File: src/rtl/parking_gate_sequencer.sv
// Gate-side front end: synchronises and debounces the entry/exit beams, queues one pending
// event per channel and hands them to the parking FSM one request at a time.
module parking_gate_sequencer #(
  parameter int unsigned DEBOUNCE    = 4,
  parameter int unsigned ACK_TIMEOUT = 8,
  parameter int unsigned GAP         = 2
) (
  input  logic       clk,
  input  logic       reset,
  input  logic       entry_beam,
  input  logic       exit_beam,
  input  logic [1:0] exit_slot_sw,
  input  logic       door_open,
  input  logic       full_light,
  output logic       entry_sensor,
  output logic       exit_sensor,
  output logic [1:0] exit_location,
  output logic       entry_rejected,
  output logic       entry_timeout,
  output logic       overrun,
  output logic       busy
);

  localparam int unsigned DbW   = $clog2(DEBOUNCE + 1);
  localparam int unsigned WaitW = $clog2(ACK_TIMEOUT + 1);
  localparam int unsigned GapW  = $clog2(GAP + 1);

  localparam logic [DbW-1:0]   DbMax    = DbW'(DEBOUNCE);
  localparam logic [WaitW-1:0] WaitLoad = WaitW'(ACK_TIMEOUT - 1);
  localparam logic [GapW-1:0]  GapLoad  = GapW'(GAP - 1);

  typedef enum logic [2:0] {
    StIdle,
    StExitReq,
    StEntryReq,
    StEntryWait,
    StGap
  } state_e;

  // Channel index 0 is the entry beam, 1 is the exit beam.
  logic [1:0]     beam_meta_q, beam_sync_q;
  logic [1:0]     slot_meta_q, slot_sync_q;
  logic [1:0]     deb_q, deb_d;
  logic [DbW-1:0] db_cnt_q [2];
  logic [DbW-1:0] db_cnt_d [2];
  logic [1:0]     rise;

  logic           entry_pend_q, entry_pend_d;
  logic           exit_pend_q, exit_pend_d;
  logic [1:0]     slot_q, slot_d;
  logic           ovr;

  state_e           state_q, state_d;
  logic [WaitW-1:0] wait_q, wait_d;
  logic [GapW-1:0]  gap_q, gap_d;
  logic             clr_entry, clr_exit, reject, timeout;

  // Debounce: count mismatching samples, accept the new level once the count hits DEBOUNCE.
  always_comb begin
    for (int i = 0; i < 2; i++) begin
      deb_d[i]    = deb_q[i];
      db_cnt_d[i] = db_cnt_q[i];
      rise[i]     = 1'b0;
      if (beam_sync_q[i] == deb_q[i]) begin
        db_cnt_d[i] = '0;
      end else if (db_cnt_q[i] == DbMax) begin
        deb_d[i]    = beam_sync_q[i];
        db_cnt_d[i] = '0;
        rise[i]     = beam_sync_q[i];
      end else begin
        db_cnt_d[i] = db_cnt_q[i] + DbW'(1);
      end
    end
  end

  always_comb begin
    state_d   = state_q;
    wait_d    = wait_q;
    gap_d     = gap_q;
    clr_entry = 1'b0;
    clr_exit  = 1'b0;
    reject    = 1'b0;
    timeout   = 1'b0;
    case (state_q)
      StIdle: begin
        if (exit_pend_q) begin
          state_d = StExitReq;
        end else if (entry_pend_q) begin
          if (full_light) begin
            reject    = 1'b1;
            clr_entry = 1'b1;
          end else begin
            state_d = StEntryReq;
          end
        end
      end
      StExitReq: begin
        clr_exit = 1'b1;
        gap_d    = GapLoad;
        state_d  = StGap;
      end
      StEntryReq: begin
        clr_entry = 1'b1;
        wait_d    = WaitLoad;
        state_d   = StEntryWait;
      end
      StEntryWait: begin
        // door_open takes precedence over a timeout expiring in the same cycle.
        if (door_open) begin
          gap_d   = GapLoad;
          state_d = StGap;
        end else if (wait_q == '0) begin
          timeout = 1'b1;
          gap_d   = GapLoad;
          state_d = StGap;
        end else begin
          wait_d = wait_q - WaitW'(1);
        end
      end
      StGap: begin
        if (gap_q == '0) begin
          state_d = StIdle;
        end else begin
          gap_d = gap_q - GapW'(1);
        end
      end
      default: state_d = StIdle;
    endcase
  end

  // A flag consumed this cycle is free again for a coincident new edge.
  always_comb begin
    entry_pend_d = entry_pend_q & ~clr_entry;
    exit_pend_d  = exit_pend_q & ~clr_exit;
    slot_d       = slot_q;
    ovr          = 1'b0;
    if (rise[0]) begin
      if (entry_pend_d) begin
        ovr = 1'b1;
      end else begin
        entry_pend_d = 1'b1;
      end
    end
    if (rise[1]) begin
      if (exit_pend_d) begin
        ovr = 1'b1;
      end else begin
        exit_pend_d = 1'b1;
        slot_d      = slot_sync_q;
      end
    end
  end

  always_ff @(posedge clk or negedge reset) begin
    if (!reset) begin
      beam_meta_q  <= '0;
      beam_sync_q  <= '0;
      slot_meta_q  <= '0;
      slot_sync_q  <= '0;
      deb_q        <= '0;
      for (int i = 0; i < 2; i++) db_cnt_q[i] <= '0;
      entry_pend_q <= 1'b0;
      exit_pend_q  <= 1'b0;
      slot_q       <= '0;
      state_q      <= StIdle;
      wait_q       <= '0;
      gap_q        <= '0;
    end else begin
      beam_meta_q  <= {exit_beam, entry_beam};
      beam_sync_q  <= beam_meta_q;
      slot_meta_q  <= exit_slot_sw;
      slot_sync_q  <= slot_meta_q;
      deb_q        <= deb_d;
      for (int i = 0; i < 2; i++) db_cnt_q[i] <= db_cnt_d[i];
      entry_pend_q <= entry_pend_d;
      exit_pend_q  <= exit_pend_d;
      slot_q       <= slot_d;
      state_q      <= state_d;
      wait_q       <= wait_d;
      gap_q        <= gap_d;
    end
  end

  always_ff @(posedge clk or negedge reset) begin
    if (!reset) begin
      entry_sensor   <= 1'b0;
      exit_sensor    <= 1'b0;
      exit_location  <= 2'b00;
      entry_rejected <= 1'b0;
      entry_timeout  <= 1'b0;
      overrun        <= 1'b0;
      busy           <= 1'b0;
    end else begin
      entry_sensor   <= (state_d == StEntryReq);
      exit_sensor    <= (state_d == StExitReq);
      if (state_d == StExitReq) exit_location <= slot_q;
      entry_rejected <= reject;
      entry_timeout  <= timeout;
      overrun        <= ovr;
      busy           <= (state_d != StIdle);
    end
  end

endmodule

File: config.mk
export PLATFORM = sky130hd
export DESIGN_NAME = parking_gate_sequencer
export DESIGN_NICKNAME = d
export VERILOG_FILES = /design/src/rtl/parking_gate_sequencer.sv
export SDC_FILE = /design/constraint.sdc
export NUM_CORES = 1
export LEC_CHECK = 0
export BUFFER_PORTS_ARGS = -buffer_cell sky130_fd_sc_hd__buf_2
export CELL_PAD_IN_SITES_DETAIL_PLACEMENT = 1
export CELL_PAD_IN_SITES_GLOBAL_PLACEMENT = 1
export CORE_MARGIN = 5
export CORE_UTILIZATION = 46
export DETAILED_ROUTE_END_ITERATION = 12
export PLACE_DENSITY = 0.81
export SLEW_MARGIN = 20
export SYNTH_ARGS = -nofsm -noshare
export SYNTH_HDL_FRONTEND = slang
export SYNTH_SLANG_ARGS = --single-unit
File: constraint.sdc
create_clock -name clk -period 1.9 [get_ports clk]
set_clock_uncertainty 0.1 [all_clocks]
set_input_delay 0.095 -clock clk [delete_from_list [all_inputs] [get_ports clk]]
set_output_delay 0.095 -clock clk [all_outputs]
set_load 0.02 [all_outputs]
* Word level (Yosys, flattened, before mapping)
Index checks and enable logic that the tools add are counted.
** Word-level totals
- Bits of input ports :: 8
- Output and inout port bits :: 8
- ROM bits :: 0
- Register bits :: 37
- Bits in latches :: 0
- Memories :: 0
- Logic and storage cells :: 94
- RAM bits :: 0
** Operators by class
- Bitwise logic cells :: 7
- Equality and inequality tests :: 14
- Add/sub/neg operators :: 4
- $mul :: 0
- Order comparisons :: 0
- Reductions and logical operators :: 11
- Shift-type cells :: 0
- Multiplexer cells :: 37
- Divide/modulo/power cells :: 0
** Operators by type and width (count)
- two-way mux 3 bit :: 10
- two-way mux 1 bit :: 18
- case mux 3 bit (5 select lines) :: 1
- == test 3 x 2 -> 1 bit, second input constant :: 3
- == test 3 bit, second input constant :: 3
- two-way mux 4 bit :: 2
- case mux 4 bit (2 select lines) :: 1
- adder 3 x 1 -> 3 bit, second input constant :: 2
- == test 3 x 1 -> 1 bit, second input constant :: 2
- two-way mux 2 bit :: 3
- inequality test 2 bit, second input constant :: 3
- case mux 2 bit (3 select lines) :: 1
- AND reduction 2 bit :: 3
- AND reduction 3 bit :: 2
- nonzero test 3 bit :: 2
- inverter 1 bit :: 5
- zero test 4 bit :: 1
- subtractor 4 x 1 -> 4 bit, second input constant :: 1
- zero test 3 bit :: 1
- inequality test 3 bit, second input constant :: 1
- AND 1 bit :: 2
- == test 1 bit :: 2
- zero test 2 bit :: 1
- case mux 1 bit (2 select lines) :: 1
- other kinds (2) :: 2

* Depth between registers and ports, before layout
Gate-level depths: netlist of the first run.
- Depth in word-level cells :: 10
- Depth in mapped cells :: 6
- Gate-level depth less buffers :: 5

* Least setup slack after synthesis of the first run
Ideal clock, no wire load.
- Path kind :: reg-to-reg
- From :: register wait_q[0]
- To :: register wait_q[1]
- Buffers on the path :: 1
- Required time :: 1.677 ns
- Stages on the path, launching flop included :: 7
- Path slack :: 0.246 ns
- Setup time :: 0.123 ns
- Period minus slack after synthesis :: 1.654 ns
- Arrival :: 1.431 ns
- Cell sequence :: dfrtp_1 -> inv_1 -> ha_1 -> or3b_1 -> buf_2 -> a211o_1 -> o221a_2
** Between the ends
- Cells in the longest elaborated chain, start to end :: 4
- Elaborated cells on any way between the ends :: 7
- Classes of those cells :: add/sub: 1; eq/ne: 1; mux: 3; reduce/logical: 2
** Ends and longest elaborated chain
- start, declared :: line 54 : logic [WaitW-1:0] wait_q, wait_d;
- start signal, assigned :: line 179 : wait_q <= wait_d;
- subtractor 4 x 1 -> 4 bit :: line 117 : wait_d = wait_q - WaitW'(1);
- two-way mux 4 bit :: line 112 : end else if (wait_q == '0) begin
- two-way mux 4 bit :: line 109 : if (door_open) begin
- case mux 4 bit (2 select lines) :: line 84 : case (state_q)
Parallel ways exist; a longest one is shown, timed or not. The select of a mux whose other input is x is not followed.
A chain may end at the register's enable or synchronous reset.

* Worst setup path in the final report of the first run
- From :: register wait_q[1]
- To :: register wait_q[1]
The elaborated chain is that of the path after synthesis.

==> results.sh, run 1 <==
export IMPL_place_hpwl_mm=2.17
export IMPL_cts_sinks=37
export IMPL_hold_viol=0
export IMPL_cts_inserted_buffers=5
export IMPL_tightest_slew_ns=0.808
export IMPL_port_buffer_count=15
export IMPL_fin_crit_sh=0.948
export IMPL_yosysWarnings=0
export IMPL_layout_commonest_cell="dfrtp_1"
export IMPL_worst_slack_ns=0.0985
export IMPL_dp_slack_ns=0.109
export IMPL_via_per_inst=5.11
export IMPL_power_density_mw_per_mm2=1180
export IMPL_async_flop_share=1.00
export IMPL_met2_usage=0.273
export IMPL_final_cells=204
export IMPL_routedWlPerCell_um=14.5
export IMPL_final_nets=171
export IMPL_rsz0062_at_grt="false"
export IMPL_placed_area_mm2=0.00170
export IMPL_postLayoutCellArea_mm2=0.00183
export IMPL_ir_worst_vdd_mv=0.618
export IMPL_netlist_area_mm2=0.00159
export IMPL_drc=0
export IMPL_cp_max_fo=8
export IMPL_drtIter0Drc=62
export IMPL_cp_required_ns=2.03
export IMPL_grt_max_degree=38
export IMPL_syn_num_nets=146
export IMPL_first_pass_iters=4
export IMPL_crit_slowest_cell="or3b_1"
export IMPL_cts_root_buf="clkbuf_4"
export IMPL_critPathArrivalTime_ns=1.93
export IMPL_grt_pass1_vias=1173
export IMPL_grtUsageTotal=0.149
export IMPL_worstSetupEndpointType="flop"
export IMPL_grt_remaining_overflow=0
export IMPL_postSynthAreaPerCell_um2=12.1
export IMPL_drive_above_1_share=0.203
export IMPL_final_cell_mix="dfrtp_1 (37), buf_2 (15), inv_1 (13), nand2_1 (10), nor2_1 (9)"
export IMPL_rows=21
export IMPL_crit_type="reg2reg"
export IMPL_worstPathCellList="inv_1, ha_1, or3b_1, a211o_1, o221a_2"
export IMPL_dp_cells=189
export IMPL_cts_tree="yes"
export IMPL_finalSetupTns_ns=0
export IMPL_dieHeight_um=68.9
export IMPL_antenna_left=0
export IMPL_met3_usage=0.0389
export IMPL_clk_insertion_delay_late_ns=0.33
export IMPL_maxSlewHeadroom=0.462
export IMPL_area_growth_syn_to_layout_pct=14.5
export IMPL_cts_path_max_buffers=2
export IMPL_yosys_cell_types_count=39
export IMPL_critPathLaunchType="flop"
export IMPL_grt_busiest_layer="met2"
export IMPL_clk_pin_slew_ns=0.10
export IMPL_die_w_um=68.9
export IMPL_initial_core_util=0.478
export IMPL_p_leak_nw=0.919
export IMPL_synth_seq_cells=37
export IMPL_cts_setup_buffers=0
export IMPL_gp_congestion=0.762
export IMPL_use_met1=0.161
export IMPL_fmax_mhz=555
export IMPL_htreeDepth=2
export IMPL_status="finished clean"
export IMPL_synthCells=132
export IMPL_drv_cap=0
export IMPL_min_period_ns=1.80
export IMPL_maxSlewViolCount=0
export IMPL_synth_edf_count=0
export IMPL_diodes=0
export IMPL_wirelength_mm=2.95
export IMPL_yosysSeqAreaShare=0.581
export IMPL_antenna_found_initial=0
export IMPL_finalSetupViolations=0
export IMPL_slowest_delay_ns=0.49
export IMPL_fp_coreArea_mm2=0.00334
export IMPL_hold_buffers=7
export IMPL_io_pins=16
export IMPL_grt_pass1_wl_mm=5.07
export IMPL_die_area_mm2=0.00474
export IMPL_cts_repair_resized=0
export IMPL_hold_path_class="reg2reg"
export IMPL_synth_main_ff_cell="dfrtp_1"
export IMPL_p_total_mw=2.16
export IMPL_vias=1043
-- power breakdown --
| group | switching (mW) | internal [mW] | leakage, nW |
|---|---|---|---|
| Sequential | 0.159 | 0.970 | 0.466 |
| Combinational | 0.336 | 0.310 | 0.421 |
| Clock | 0.245 | 0.141 | 0.0320 |
-- final cells by class --
cell class	instances	area, um^2
Fill cell	374	1510
Timing Repair Buffer	23	153
Sequential cell	37	926
Tap cell	46	57.6
Clock inverter	2	10.0
Multi-Input combinational cell	77	589
Inverter	13	48.8
Clock buffer	6	41.3
-- final timing paths --
check	slack [ns]	end	cells past startpoint	start
worst max-delay path	0.1	wait_q[1]$_DFFE_PN0P_	5	wait_q[1]$_DFFE_PN0P_
worst min-delay path	0.26	beam_sync_q[0]$_DFF_PN0_	0	beam_meta_q[0]$_DFF_PN0_
worst max register to register	0.1	wait_q[1]$_DFFE_PN0P_	5	wait_q[1]$_DFFE_PN0P_
worst min register to register	0.26	beam_sync_q[0]$_DFF_PN0_	0	beam_meta_q[0]$_DFF_PN0_
max in group asynchronous	0.88	gap_q[1]$_DFFE_PN0P_	2	reset
min in group asynchronous	0.31	db_cnt_q[1]$_DFF_PN0_	2	reset
-- cell usage after synthesis, drive strengths merged (2+ instances only) --
| master | instances | share of area |
|---|---|---|
| a21boi | 2 | 0.012 |
| buf | 4 | 0.016 |
| a21o | 2 | 0.0094 |
| or4b | 2 | 0.015 |
| nor2 | 9 | 0.021 |
| mux2 | 6 | 0.042 |
| inv | 13 | 0.031 |
| nand2 | 10 | 0.024 |
| nand3 | 3 | 0.0094 |
| nor2b | 4 | 0.016 |
| ha | 6 | 0.047 |
| dfrtp | 37 | 0.58 |
| nand4b | 3 | 0.016 |
| and4b | 2 | 0.013 |
| nor3 | 3 | 0.013 |
| xnor2 | 2 | 0.011 |
| nor3b | 2 | 0.0094 |
| or3b | 3 | 0.018 |
| a21oi | 2 | 0.0063 |
| o21ai | 2 | 0.0063 |
| mux2i | 3 | 0.019 |
-- cells by family after synthesis --
logic type                 count (synthesis)  synth area share
and+or+nand+nor                           45             0.177
buffers and inverters                     18            0.0494
DFF                                       37             0.581
xor gates and xnor gates                   2            0.0110
AOI/OAI and AO/OA                         15            0.0738
adders and majority gates                  6            0.0471
muxes                                      9            0.0612
-- routing by layer --
metal | wire, um | share of wire | vias to the layer above
met3 | 95 | 0.032 | 5
met4 | 44 | 0.015 | 0
li1 | - | - | 497
met1 | 1200 | 0.41 | 526
met5 | 0 | 0 | -
met2 | 1610 | 0.55 | 15
-- per-stage QoR --
step	utilization	hold WS, ns
6_report	0.547	0.264
3_3_place_gp	0.511	0.105
5_1_grt	0.547	0.268
3_5_place_dp	0.511	0.105
4_1_cts	0.547	0.270
2_1_floorplan	-	-0.301
-- sequential cells by signal, summed over array words and instances, names as in the netlist, 2 cells and up --
register and cells:
slot_meta_q 2, slot_sync_q 2, exit_location 2, beam_sync_q 2, db_cnt_q 6, deb_q 2
slot_q 2, state_q 3, gap_q 2, wait_q 4, beam_meta_q 2
-- worst max-delay path: cells and delay by family (launching register included) --
| kind | cells | cell delay (ns) |
|---|---|---|
| AOI/OAI and AO/OA | 2 | 0.43 |
| DFF | 1 | 0.43 |
| adders and majority gates | 1 | 0.17 |
| buffers and inverters | 1 | 0.07 |
| and+or+nand+nor | 1 | 0.49 |
(Power assumes the default switching activity.)
==> run 2: changes to the inputs <==
Settings changed: CORE_UTILIZATION 46 to 49, CTS_BUF_LIST set to sky130_fd_sc_hd__clkbuf_16, CTS_CLUSTER_DIAMETER set to 200, PLACE_DENSITY 0.81 to 0.85.
Clock period 1.9 ns to 2.1 ns, I/O delays scaled along.
==> run 2 against run 1 <==
Total power increased by 6.6%. First-iteration DRC count decreased by 69%. Combinational power down 12%. Sequential share of layout area shrank 1.6 points. Critical path depth did not move. Fmax rose by 0.43%. Critical endpoint unchanged. Largest cell class unchanged.
==> results.sh, run 2 (synthesis gave the netlist of run 1 again) <==
export IMPL_status="finished clean"
export IMPL_cts_path_max_buffers=2
export IMPL_area_growth_syn_to_layout_pct=18.1
export IMPL_dp_cells=186
export IMPL_crit_type="reg2reg"
export IMPL_cts_tree="yes"
export IMPL_io_pins=16
export IMPL_crit_start="wait_q[1]$_DFFE_PN0P_"
export IMPL_grtUsageTotal=0.166
export IMPL_reg2reg_slack_ns=0.31
export IMPL_largest_reg_flops=6
export IMPL_drc=0
export IMPL_grt_pass1_vias=1181
export IMPL_n_fill_cell=309
export IMPL_maxSlewViolCount=0
export IMPL_dieHeight_um=67.0
export IMPL_multi_input_area_um2=589
export IMPL_rsz0062_at_grt="false"
export IMPL_final_cell_mix="dfrtp_1 (37), buf_2 (15), inv_1 (14), nand2_1 (10), nor2_1 (9)"
export IMPL_drv_cap=0
export IMPL_final_cells=199
export IMPL_postLayoutCellArea_mm2=0.00188
export IMPL_clk_pin_slew_ns=0.06
export IMPL_routedWlPerCell_um=15.2
export IMPL_port_buffer_count=15
export IMPL_utilization=0.612
export IMPL_fin_crit_sh=0.854
export IMPL_cts_inserted_buffers=5
export IMPL_place_hpwl_mm=2.00
export IMPL_die_w_um=67.0
export IMPL_drtIter0Drc=19
export IMPL_drive_above_1_share=0.200
export IMPL_die_area_mm2=0.00449
export IMPL_hold_path_class="in2reg"
export IMPL_ir_worst_vdd_mv=0.894
export IMPL_htreeDepth=2
export IMPL_fp_coreArea_mm2=0.00308
export IMPL_grt_max_degree=38
export IMPL_biggestRegsByFlops="db_cnt_q: 6 flops, wait_q: 4 flops, state_q: 3 flops"
export IMPL_antenna_left=0
export IMPL_rows=20
export IMPL_first_pass_iters=4
export IMPL_gp_congestion=0.758
export IMPL_vias=1021
export IMPL_placed_area_mm2=0.00169
export IMPL_maxSlewHeadroom=0.470
export IMPL_via_per_inst=5.13
export IMPL_fmax_mhz=557
export IMPL_critPathLaunchType="flop"
export IMPL_initial_core_util=0.518
export IMPL_cts_root_buf="clkbuf_16"
export IMPL_layout_commonest_cell="dfrtp_1"
export IMPL_antenna_found_initial=0
export IMPL_crit_path_end="wait_q[1]$_DFFE_PN0P_"
export IMPL_finalSetupViolations=0
export IMPL_cp_required_ns=2.17
export IMPL_seqCellArea_um2=926
export IMPL_critPathArrivalTime_ns=1.86
export IMPL_regMostFlops="db_cnt_q"
export IMPL_min_period_ns=1.79
export IMPL_grt_pass1_wl_mm=5.46
export IMPL_p_total_mw=2.30
export IMPL_tightest_slew_ns=0.794
export IMPL_clk_insertion_delay_late_ns=0.28
export IMPL_finalSetupTns_ns=0
export IMPL_reg2reg_from="wait_q[1]$_DFFE_PN0P_"
export IMPL_hold_viol=0
export IMPL_final_nets=168
export IMPL_power_density_mw_per_mm2=1220
export IMPL_cts_sinks=37
export IMPL_r2r_cells=5
export IMPL_diodes=0
export IMPL_cp_max_fo=8
export IMPL_grt_remaining_overflow=0
export IMPL_timing_rr_end="wait_q[1]$_DFFE_PN0P_"
export IMPL_wirelength_mm=3.03
export IMPL_p_leak_nw=0.948
export IMPL_worstSetupEndpointType="flop"
==> run 2: cell count changes in the layout (fill, tap and decap cells not counted) <==
cell / previous run / this run
clkbuf_16: 0 / 5
clkbuf_4: 5 / 0
dlygate4sd3_1: 7 / 5
buf_4: 1 / 0
clkbuf_1: 1 / 0
inv_1: 13 / 14
==> run 2: worst max-delay path, cell delays in order, from the launching register on <==
cell and delay (ns):
dfrtp_1 0.42, inv_1 0.08, ha_1 0.17, or3b_1 0.49
a211o_1 0.31, o221a_2 0.12
==> run 2: worst min-delay path by stage <==
stage | start | to | slack (ns) | depth (start not counted)
after floorplan | reset | beam_meta_q[0]$_DFF_PN0_ | -0.29 | 0
after global routing | full_light | entry_sensor$_DFF_PN0_ | 0.05 | 3
final | door_open | entry_timeout$_DFF_PN0_ | 0.04 | 3
after global placement | exit_slot_sw[0] | slot_meta_q[0]$_DFF_PN0_ | 0.11 | 1
after detailed placement | exit_slot_sw[1] | slot_meta_q[1]$_DFF_PN0_ | 0.12 | 1
after CTS | full_light | entry_sensor$_DFF_PN0_ | 0.04 | 3
==> run 2: where the power goes <==
| part | leakage [nW] | total, mW | switching (mW) | internal [mW] |
|---|---|---|---|---|
| logic | 0.407 | 0.569 | 0.297 | 0.272 |
| registers | 0.466 | 1.04 | 0.159 | 0.880 |
| clock network | 0.0748 | 0.695 | 0.265 | 0.430 |
| total | 0.948 | 2.30 | 0.721 | 1.58 |
==> run 2: layout make-up <==
type                       count  area share
inverter                      13      0.0259
timing repair buffer          20      0.0664
multi-input combinational     77       0.313
clock inverter                 3     0.00731
tap                           44      0.0292
sequential                    37       0.492
clock buffer                   5      0.0664
==> run 2: metal layers <==
metal	GRT usage	vias to the layer above	routed length, um
met2	0.287	15	1520
met1	0.197	508	1350
met3	0.0388	5	105
met4	0.0684	0	42
met5	0	-	0
li1	-	493	-
==> run 2: timing repair <==
| item | 4_1_cts | 5_1_grt |
|---|---|---|
| setup endpoints to repair | 0 | 0 |
| hold buffers | 5 | 0 |
| gates resized for setup | 0 | 0 |
| endpoints found under the hold margin | 41 | 0 |
| setup buffers | 0 | 0 |
==> run 2: stage by stage <==
stage	setup slack [ns]	hold slack [ns]
2_1_floorplan	0.446	-0.291
3_3_place_gp	0.395	0.114
3_5_place_dp	0.330	0.116
6_report	0.306	0.0419
5_1_grt	0.220	0.0528
4_1_cts	0.322	0.0425
